### src/rtl/add_round_key_stage.sv
// AES AddRoundKey pipeline stage: selects the pre- or post-MixColumns state by round,
// XORs in the round key and buffers the result in a 2-entry skid buffer.
module add_round_key_stage #(
    parameter int NUM_ROUNDS = 10
) (
    input  logic         iClk,
    input  logic         iRst_n,
    input  logic         iValid,
    output logic         oReady,
    input  logic [127:0] iMixed,
    input  logic [127:0] iShifted,
    input  logic [127:0] iKey,
    input  logic [3:0]   iRound,
    output logic         oValid,
    input  logic         iReady,
    output logic [127:0] oData,
    output logic [3:0]   oRound,
    output logic         oLast,
    output logic         oErr
);

    // Handshake: a word moves upstream->stage on a rising edge with iValid && oReady, and
    // stage->downstream with oValid && iReady. oReady is a flop (skid register empty), so
    // it never depends combinationally on iReady.
    localparam logic [3:0] LAST_ROUND = 4'(NUM_ROUNDS);

    logic         main_valid, main_valid_d;
    logic [127:0] main_data, main_data_d;
    logic [3:0]   main_round, main_round_d;
    logic         skid_valid, skid_valid_d;
    logic [127:0] skid_data, skid_data_d;
    logic [3:0]   skid_round, skid_round_d;
    logic         ready_q;
    logic         err_q, err_d;

    logic         accept;
    logic         legal;
    logic         take;
    logic         drain;
    logic [127:0] src;
    logic [127:0] word;

    assign accept = iValid && ready_q;
    assign legal  = (iRound <= LAST_ROUND);
    assign take   = accept && legal;
    assign drain  = main_valid && iReady;

    // First and final rounds skip MixColumns, so they key the shifted state.
    assign src  = ((iRound == 4'd0) || (iRound == LAST_ROUND)) ? iShifted : iMixed;
    assign word = src ^ iKey;

    always_comb begin
        main_valid_d = main_valid;
        main_data_d  = main_data;
        main_round_d = main_round;
        skid_valid_d = skid_valid;
        skid_data_d  = skid_data;
        skid_round_d = skid_round;
        err_d        = err_q || (accept && !legal);

        if (skid_valid) begin
            // Input is blocked here because oReady is low whenever the skid is full.
            if (drain) begin
                main_data_d  = skid_data;
                main_round_d = skid_round;
                skid_valid_d = 1'b0;
            end
        end else if (!main_valid || drain) begin
            main_valid_d = take;
            if (take) begin
                main_data_d  = word;
                main_round_d = iRound;
            end
        end else if (take) begin
            skid_valid_d = 1'b1;
            skid_data_d  = word;
            skid_round_d = iRound;
        end
    end

    always_ff @(posedge iClk or negedge iRst_n) begin
        if (!iRst_n) begin
            main_valid <= 1'b0;
            main_data  <= '0;
            main_round <= '0;
            skid_valid <= 1'b0;
            skid_data  <= '0;
            skid_round <= '0;
            ready_q    <= 1'b0;
            err_q      <= 1'b0;
        end else begin
            main_valid <= main_valid_d;
            main_data  <= main_data_d;
            main_round <= main_round_d;
            skid_valid <= skid_valid_d;
            skid_data  <= skid_data_d;
            skid_round <= skid_round_d;
            ready_q    <= !skid_valid_d;
            err_q      <= err_d;
        end
    end

    assign oReady = ready_q;
    assign oValid = main_valid;
    assign oData  = main_data;
    assign oRound = main_round;
    assign oLast  = (main_round == LAST_ROUND);
    assign oErr   = err_q;

endmodule

### config.mk
export PLATFORM = sky130hd
export DESIGN_NAME = add_round_key_stage
export DESIGN_NICKNAME = d
export VERILOG_FILES = /design/src/rtl/add_round_key_stage.sv
export SDC_FILE = /design/constraint.sdc
export NUM_CORES = 1
export LEC_CHECK = 0
export CAP_MARGIN = 10
export CORE_AREA = 2 2 204 206
export DETAILED_ROUTE_END_ITERATION = 16
export DIE_AREA = 0 0 206 208
export PLACE_DENSITY = 0.76
export SETUP_SLACK_MARGIN = 0.5
export SLEW_MARGIN = 5
export SYNTH_ARGS = -nofsm -noshare
export SYNTH_HDL_FRONTEND = slang
export SYNTH_SLANG_ARGS = --single-unit
### constraint.sdc
create_clock -name iClk -period 1.7 [get_ports iClk]
set_input_delay 0.34 -clock iClk [delete_from_list [all_inputs] [get_ports iClk]]
set_output_delay 0.34 -clock iClk [all_outputs]
set_load 0.02 [all_outputs]
==> results.md, run 1 <==
* Wire length per cell at 21.4 um
* Minimum clock period at 1.93 ns
* Max Fclk at approximately 520 MHz
* Main synth FF type: dfrtp_1
* Vias per inst at roughly 6.0
* Power Total at between 30000 and 40000 uW
* Total track usage at about 29%
* VDD IR max at just under 700 uV
* GPL Wtd Cong at between 0.8 and 0.9
* Hpwl dp at approximately 47000 um
* Width of the die at between 200 and 250 um
* Post-synth top area share at around two fifths
* Least-Margin Pin Slew at around 0.69 ns
* Worst EP required at about 2.2 ns
* WS Path Type: reg2reg
* Maxcap violations at 0
* Arrival time at the worst endpoint at around 2.4 ns
* Commonest cells post-synth: 268 x dfrtp_1, 261 x nand3_1, 256 x nand2b_1, 256 x nor4b_1, 140 x clkbuf_1
* Clock Tree Root: clkbuf_16
* Distinct cell type count after synthesis at 33
* Post-synth EDFFs at 0
* Post-route setup slack at -0.230 ns
* Post-Route WL at 66600 um
* Syn_area_per_cell at about 9.0 sq um
* Syn_nets at ~2.3k
* CTS Sinks at between 200 and 300
* Relative slew slack at 54.3%
* Worst hold-check path type: in2reg
* Initial DRT Pass Iterations at 6
* I/O Buffers at 527
* Critical Path Fanout Max at 10
* DR DRC count at 0
* Share of cells above drive strength 1 at around 33%
* Initial antenna violation count at 10
* Unrepaired setup endpoints after global routing: true
* CTS clock-pin slew for the worst setup and hold paths at about 0.06 ns
* Clock Path Buffers at 3
* Cell accounting for the most synthesized area: dfrtp_1
* Core area at between 0.04 and 0.05 sq mm
* Hold Vio Cnt, Final at 0
* Total congestion overflow at 0
* Flops & latches, synth at 268
* Starting density of the core at 42.4%
* Pin count of the biggest net entering global routing at 61
* Die area at 0.0428 sq mm
* Slew Viols, Final at 0
* Status: complete, but fails checks
* Synth Cell Area at about 0.017 sq mm
* H-tree Lvls at 1
* Area delta synth->final at 63.1%
* Cts bufs inserted at 29
* Final Setup Violations at ~270
* Fin nets at just under 3k
* Die height at 208 um
* Clk Latency, worst-skew pair at between 0.5 and 0.6 ns
* PwrDens at between 1000 and 1500 mW/mm^2
* Ys async rst share at 100%
* P_leak at approximately 0.011 uW
* Global-route wire length before repair at 101000 um
* Top-count cell post-synth: dfrtp_1
* Startpoint types: flop
* Via count at between 15k and 20k
* Violations in the final reports: negative setup slack
* Initial DRC Count at 1490
* Placement row count at 74
* Ranking of synthesized cells by area: dfrtp_1 39%, nor4b_1 13%, nand2b_1 9.3%, o211ai_2 8.7%, nand3_1 7.6%
* Final period utilization at 114%
* Detail Route Antenna Nets at 0
* Setup TNS at -44.57 ns
* Number of global-route vias before repair at 18.7k
* Warnings, synthesis at 0
* Setup Skew at about 0.016 ns
* CP Capture Type: flop
* Seq/Total Area, Yosys at 39.0%
* I/O Pins at between 500 and 600
* Cells after synthesis at roughly 1.9k
* TritonCTS clock tree: done
[flip-flops by register name, indices dropped and copies added, names as in the netlist]
signal and cells:
oData 128, oErr 1, oReady 1, oRound 4
oValid 1, skid_data 128, skid_round 4, skid_valid 1
[power by group]
group	internal (uW)	total, uW	switching [uW]
combinational	9100	18800	9660
clock	4230	6910	2680
sequential	9400	11500	2100
total	22700	37200	14400
[cells in the final DEF, fill, tap and decap left out, types with 96 or more instances in the layout]
| cell type | count |
|---|---|
| nor4b_1 | 122 |
| o21ai_1 | 125 |
| nand3_1 | 257 |
| buf_4 | 188 |
| o211ai_2 | 120 |
| a22oi_1 | 128 |
| nor3_2 | 96 |
| buf_6 | 150 |
| clkdlybuf4s50_1 | 386 |
| nand2b_1 | 256 |
| dfrtp_1 | 262 |
| nand2_1 | 121 |
| nor4b_2 | 134 |
[final cells by class]
| type | instances | area [sq um] |
|---|---|---|
| antenna | 10 | 25.0 |
| clock buffer | 38 | 840 |
| clock inverter | 14 | 218 |
| fill | 2968 | 12500 |
| inverter | 2 | 7.51 |
| multi-input combinational | 1450 | 11200 |
| sequential | 268 | 6720 |
| tap | 532 | 666 |
| timing repair buffer | 795 | 8390 |
[path summary, 6_finish.rpt]
kind | start | to | slack (ns) | depth (start not counted)
min | iRound[0] | skid_round[0]$_DFFE_PN0P_ | 0.29 | 3
max in group asynchronous | iRst_n | oRound[3]$_DFFE_PN0P_ | 0.78 | 3
max | skid_valid$_DFF_PN0_ | oData[53]$_DFFE_PN0P_ | -0.23 | 5
max reg2reg | skid_valid$_DFF_PN0_ | oData[53]$_DFFE_PN0P_ | -0.23 | 5
min reg2reg | skid_data[79]$_DFFE_PN0P_ | skid_data[79]$_DFFE_PN0P_ | 0.49 | 2
min in group asynchronous | iRst_n | skid_data[5]$_DFFE_PN0P_ | 0.31 | 2
[worst max-delay path: stages, from the launching register on]
cell,delay (ns)
dfrtp_4,0.48
or2_4,0.26
a221o_4,0.40
or2_4,0.33
clkbuf_16,0.20
o211ai_2,0.19
[stage by stage]
step                      hold slack, ns  cells  worst slack, ns  instance area, sq um  util [%]
after global routing               0.293   3108           -0.254                 28100      69.2
after global placement             0.270   2972           -0.870                 25800      63.7
after detailed placement           0.272   2972           -0.841                 25800      63.7
final                              0.290   3109           -0.230                 28100      69.2
after floorplan                   0.0444   1905           -0.165                 19000         -
after CTS                          0.307   3057           -0.260                 27500      67.7
[kinds of logic after synthesis]
family                 synth area share (%)
XOR/XNOR                              0.102
AND/OR/NAND/NOR                        36.8
buffers and inverters                  4.75
flip-flops                             39.0
multiplexers                          0.494
AO/OA/AOI/OAI                          18.9
[what timing repair did]
action                                  in CTS  in global routing
pin swaps                                   11                 45
endpoints found under the hold margin       30                  0
resized for setup                          869                 42
hold buffers                                 1                  0
endpoints found under the setup margin     403                403
buffers inserted                            28                 31
cloned                                       4                 11
[routing by layer]
layer | routed length (um) | global-route usage (%)
met1 | 25800 | 35.1
met2 | 33500 | 50.2
met3 | 4550 | 5.48
met4 | 2820 | 12.7
met5 | 16 | 0
(Power assumes the default switching activity.)
==> run 2: changes to the inputs <==
--- a/config.mk
+++ b/config.mk
@@ -5,11 +5,12 @@
 export SDC_FILE = /design/constraint.sdc
 export NUM_CORES = 1
 export LEC_CHECK = 0
-export CAP_MARGIN = 10
-export CORE_AREA = 2 2 204 206
+export ABC_AREA = 1
+export CAP_MARGIN = 20
+export CORE_AREA = 2 2 207 209
 export DETAILED_ROUTE_END_ITERATION = 16
-export DIE_AREA = 0 0 206 208
-export PLACE_DENSITY = 0.76
+export DIE_AREA = 0 0 209 211
+export PLACE_DENSITY = 0.74
 export SETUP_SLACK_MARGIN = 0.5
 export SLEW_MARGIN = 5
 export SYNTH_ARGS = -nofsm -noshare
==> constraint.sdc (replaced) <==
create_clock -name iClk -period 2.1 [get_ports iClk]
set_input_delay 0.42 -clock iClk [delete_from_list [all_inputs] [get_ports iClk]]
set_output_delay 0.42 -clock iClk [all_outputs]
set_load 0.02 [all_outputs]
==> run 2 against run 1 <==
The flow now finishes without violations. Combinational power is 87% lower. Sequential cell count stayed put. Sequential share of layout area is 1.9 points higher. Core utilization is 7.1 points lower. Synthesized cell count is 55% higher. Critical endpoint is now oLast. Largest cell class unchanged.
==> results.md, run 2 <==
* Leading cell type in the layout, fill and taps excluded: nand2_1
* Critical-path cell list: nand2_1 > nor3_2 > buf_4
* Levels on crit path at 3 (-2)
* Number of global-route vias before repair at 20.1k (+7.3%)
* I/O Pins at 528 (unchanged)
* Die area at 0.0441 sq mm (+2.9%)
* Final period utilization at between 80 and 90%
* Cells after synthesis at 2946 (+55%)
* Status: completed
* Hpwl dp at 46000 um (-1.9%)
* Post-synth top area share at 37.4% (-1.6 points)
* CTS Sinks at 268 (unchanged)
* Launching point of the worst reg2reg path: oValid$_DFFE_PN0P_
* TritonCTS clock tree: done
* Cts bufs inserted at 31 (+6.9%)
* PwrDens at 529 mW/mm^2 (-60%)
* R2r endpoint: oData[36]$_DFFE_PN0P_
* Max incr delay on CP at 0.39 ns (-0.09 ns)
* Clk Latency, worst-skew pair at 0.58 ns (+0.04 ns)
* DR DRC count at 0 (unchanged)
* Ys async rst share at 100% (unchanged)
* Die height at 211 um (+1.4%)
* Main synth FF type: dfrtp_1
* Place WS at -0.169 ns (+0.672 ns)
* Initial DRT Pass Iterations at 6 (unchanged)
* Starting density of the core at 43.0% (+0.54 points)
* Arrival time at the worst endpoint at 1.32 ns (-1.06 ns)
* Least-Margin Pin Slew at 0.614 ns (-0.0716 ns)
* Crit path launch: oRound[3]$_DFFE_PN0P_
* Seq/Total Area, Yosys at 37.4% (-1.6 points)
* Hold Vio Cnt, Final at 0 (unchanged)
* CTS clock-pin slew for the worst setup and hold paths at 0.07 ns (about the same)
* Unrepaired setup endpoints after global routing: true
* Width of the die at 209 um (+1.5%)
* Syn_area_per_cell at 6.09 sq um (-33%)
* Post-route setup slack at 0.357 ns (+0.587 ns)
* Total congestion overflow at 0 (unchanged)
* Commonest cells post-synth: 1051 x nand2_1, 768 x nand3_1, 393 x inv_1
* Area delta synth->final at 44.5%
* Startpoint types: flop
* Flop-to-flop setup slack at 0.56 ns (+0.79 ns)
* Share of cells above drive strength 1 at 9.63% (-23 points)
* Final instance area at 0.0259 sq mm (-7.6%)
* Cell accounting for the most synthesized area: dfrtp_1
* Final Setup Violations at 0 (-100%)
* Worst hold-check path type: in2async
* Fin nets at 3836 (+31%)
* Slew Viols, Final at 0 (unchanged)
* Area of the multi-input gates at 0.00901 sq mm (-20%)
* P_leak at 0.0144 uW (+26%)
* Minimum clock period at between 1.5 and 2 ns
* Detail Route Antenna Nets at 0 (unchanged)
* Post-Route WL at 71500 um (+7.2%)
* Total track usage at 30.8% (+1.8 points)
* Vias per inst at 5.32 (-11%)
* Via count at 21.3k (+15%)
* Distinct cell type count after synthesis at 16 (-52%)
* Warnings, synthesis at 0 (unchanged)
* Critical Path Fanout Max at 3 (-7)
* Maxcap violations at 0 (unchanged)
* Relative slew slack at 59.0% (+4.8 points)
* Area occupied by registers at 0.00671 sq mm (about the same)
* Worst R2R Path Depth at 8 (+3)
* Clock Tree Root: clkbuf_16
* Worst Path Buf+Inv at 1 (unchanged)
* Cell Area, Placed at 0.0242 sq mm (-6.3%)
* Top-count cell post-synth: nand2_1
* WS Path Type: reg2out
* Synth Cell Area at 0.0179 sq mm (+4.3%)
* Critical path destination: oLast
* Global-route wire length before repair at 109000 um (+7.4%)
* H-tree Lvls at 1 (unchanged)
* Syn_nets at 3338 (+45%)
* Flops & latches, synth at 268 (unchanged)
* Initial DRC Count at 1977 (+33%)
* Core area at 0.0418 sq mm (+3.0%)
* Setup Skew at 0.0213 ns (+0.00485 ns)
* Power Total at 13700 uW (-63%)
* Pin count of the biggest net entering global routing at 159 (+160%)
* Max Fclk at ~570 MHz
* GPL Wtd Cong at 0.920 (+7.4%)
* Clock Path Buffers at 3 (unchanged)
* Commonest cells after routing, fill and taps aside: 1044 x nand2_1, 765 x nand3_1, 390 x inv_1
* I/O Buffers at 527 (unchanged)
* VDD IR max at 544 uV (-20%)
* Post-synth EDFFs at 0 (unchanged)
* CP Capture Type: output port
* Fill count at 3695 (+24%)
* Slowest CP cell: dfrtp_1
* Top delay family on crit path: flip-flops
* Initial antenna violation count at 8 (-2)
* Wire length per cell at 17.8 um (-17%)
* Ranking of synthesized cells by area: dfrtp_1 37%, nand2_1 22%, nand3_1 21%, inv_1 8.2%, nor2_1 5.5%
* Worst EP required at 1.68 ns (-0.47 ns)
* Placement row count at 75 (+1.4%)
-- run 2: cell count changes after synthesis, moves of 21 or more --
cell      previous run  this run
o211ai_2           120         0
o21ai_1            128         0
nor2_1               1       263
clkbuf_1           140        49
nor4b_1            256         0
nor3_1             128         1
buf_2                8       116
buf_1               27         6
nand2_1            131      1051
nand2b_1           256         0
a22oi_1            128         0
inv_1                2       393
nand3_1            261       768
-- run 2: worst min path at each step --
stage                          from  slack, ns                        end  cells past startpoint
after floorplan              iRst_n       0.12       oData[0]$_DFFE_PN0P_                      0
after global placement       iRst_n       0.43       oData[8]$_DFFE_PN0P_                      1
after detailed placement     iRst_n       0.43       oData[8]$_DFFE_PN0P_                      1
after CTS                 iRound[2]       0.36  skid_round[2]$_DFFE_PN0P_                      3
after global routing         iRst_n       0.45       oData[9]$_DFFE_PN0P_                      2
final                        iRst_n       0.40       oData[9]$_DFFE_PN0P_                      2
-- run 2: cell type report --
cell class                 count  share of cell area (%)
inverter                     394                    5.75
multi-input combinational   2101                    34.7
timing repair buffer         648                    26.6
tap                          539                    2.60
antenna                        5                  0.0482
sequential                   268                    25.9
clock buffer                  39                    3.22
clock inverter                18                    1.19
-- run 2: worst reg2reg max path: cells and delay by family, from the launching register on --
kind	cells	cell delay, ns
buffers and inverters	3	0.48
flip-flops	1	0.41
AND/OR/NAND/NOR	4	0.36
AO/OA/AOI/OAI	1	0.17
-- run 2: repair_timing --
item,4_1_cts,5_1_grt
hold buffers,1,0
setup buffers,9,4
gates cloned,22,6
hold endpoints to repair,53,0
endpoints found under the setup margin,243,182
pin swaps,6,1
resized for setup,625,27
-- run 2: per-layer routing --
layer	vias up	global-route usage, %	routed length [um]
met3	181	5.07	6010
li1	10100	-	-
met1	9945	39.5	28400
met5	-	0	44
met2	1054	51.9	34100
met4	6	12.9	2880
-- run 2: logic make-up after synthesis --
kind of cell    after synthesis  synth area share, %
simple gates               2085                 49.0
compound gates               15                0.446
buf+inv                     578                 13.2
flops                       268                 37.4
-- run 2: power breakdown --
group,leakage (uW),internal [uW],switching (uW)
clock,0.000552,3800,2290
combinational,0.0102,1230,1240
sequential,0.00373,5160,0
total,0.0144,10200,3520
-- run 2: per-stage QoR --
stage / hold slack, ns / TNS [ns] / utilization (%) / std cells
after floorplan: 0.124 / 0 / - / 2946
after global placement: 0.428 / -10.58 / 58.0 / 3908
after detailed placement: 0.425 / -19.09 / 58.0 / 3908
after CTS: 0.361 / 0 / 61.5 / 3997
after global routing: 0.445 / 0 / 62.1 / 4012
final: 0.401 / 0 / 62.1 / 4012
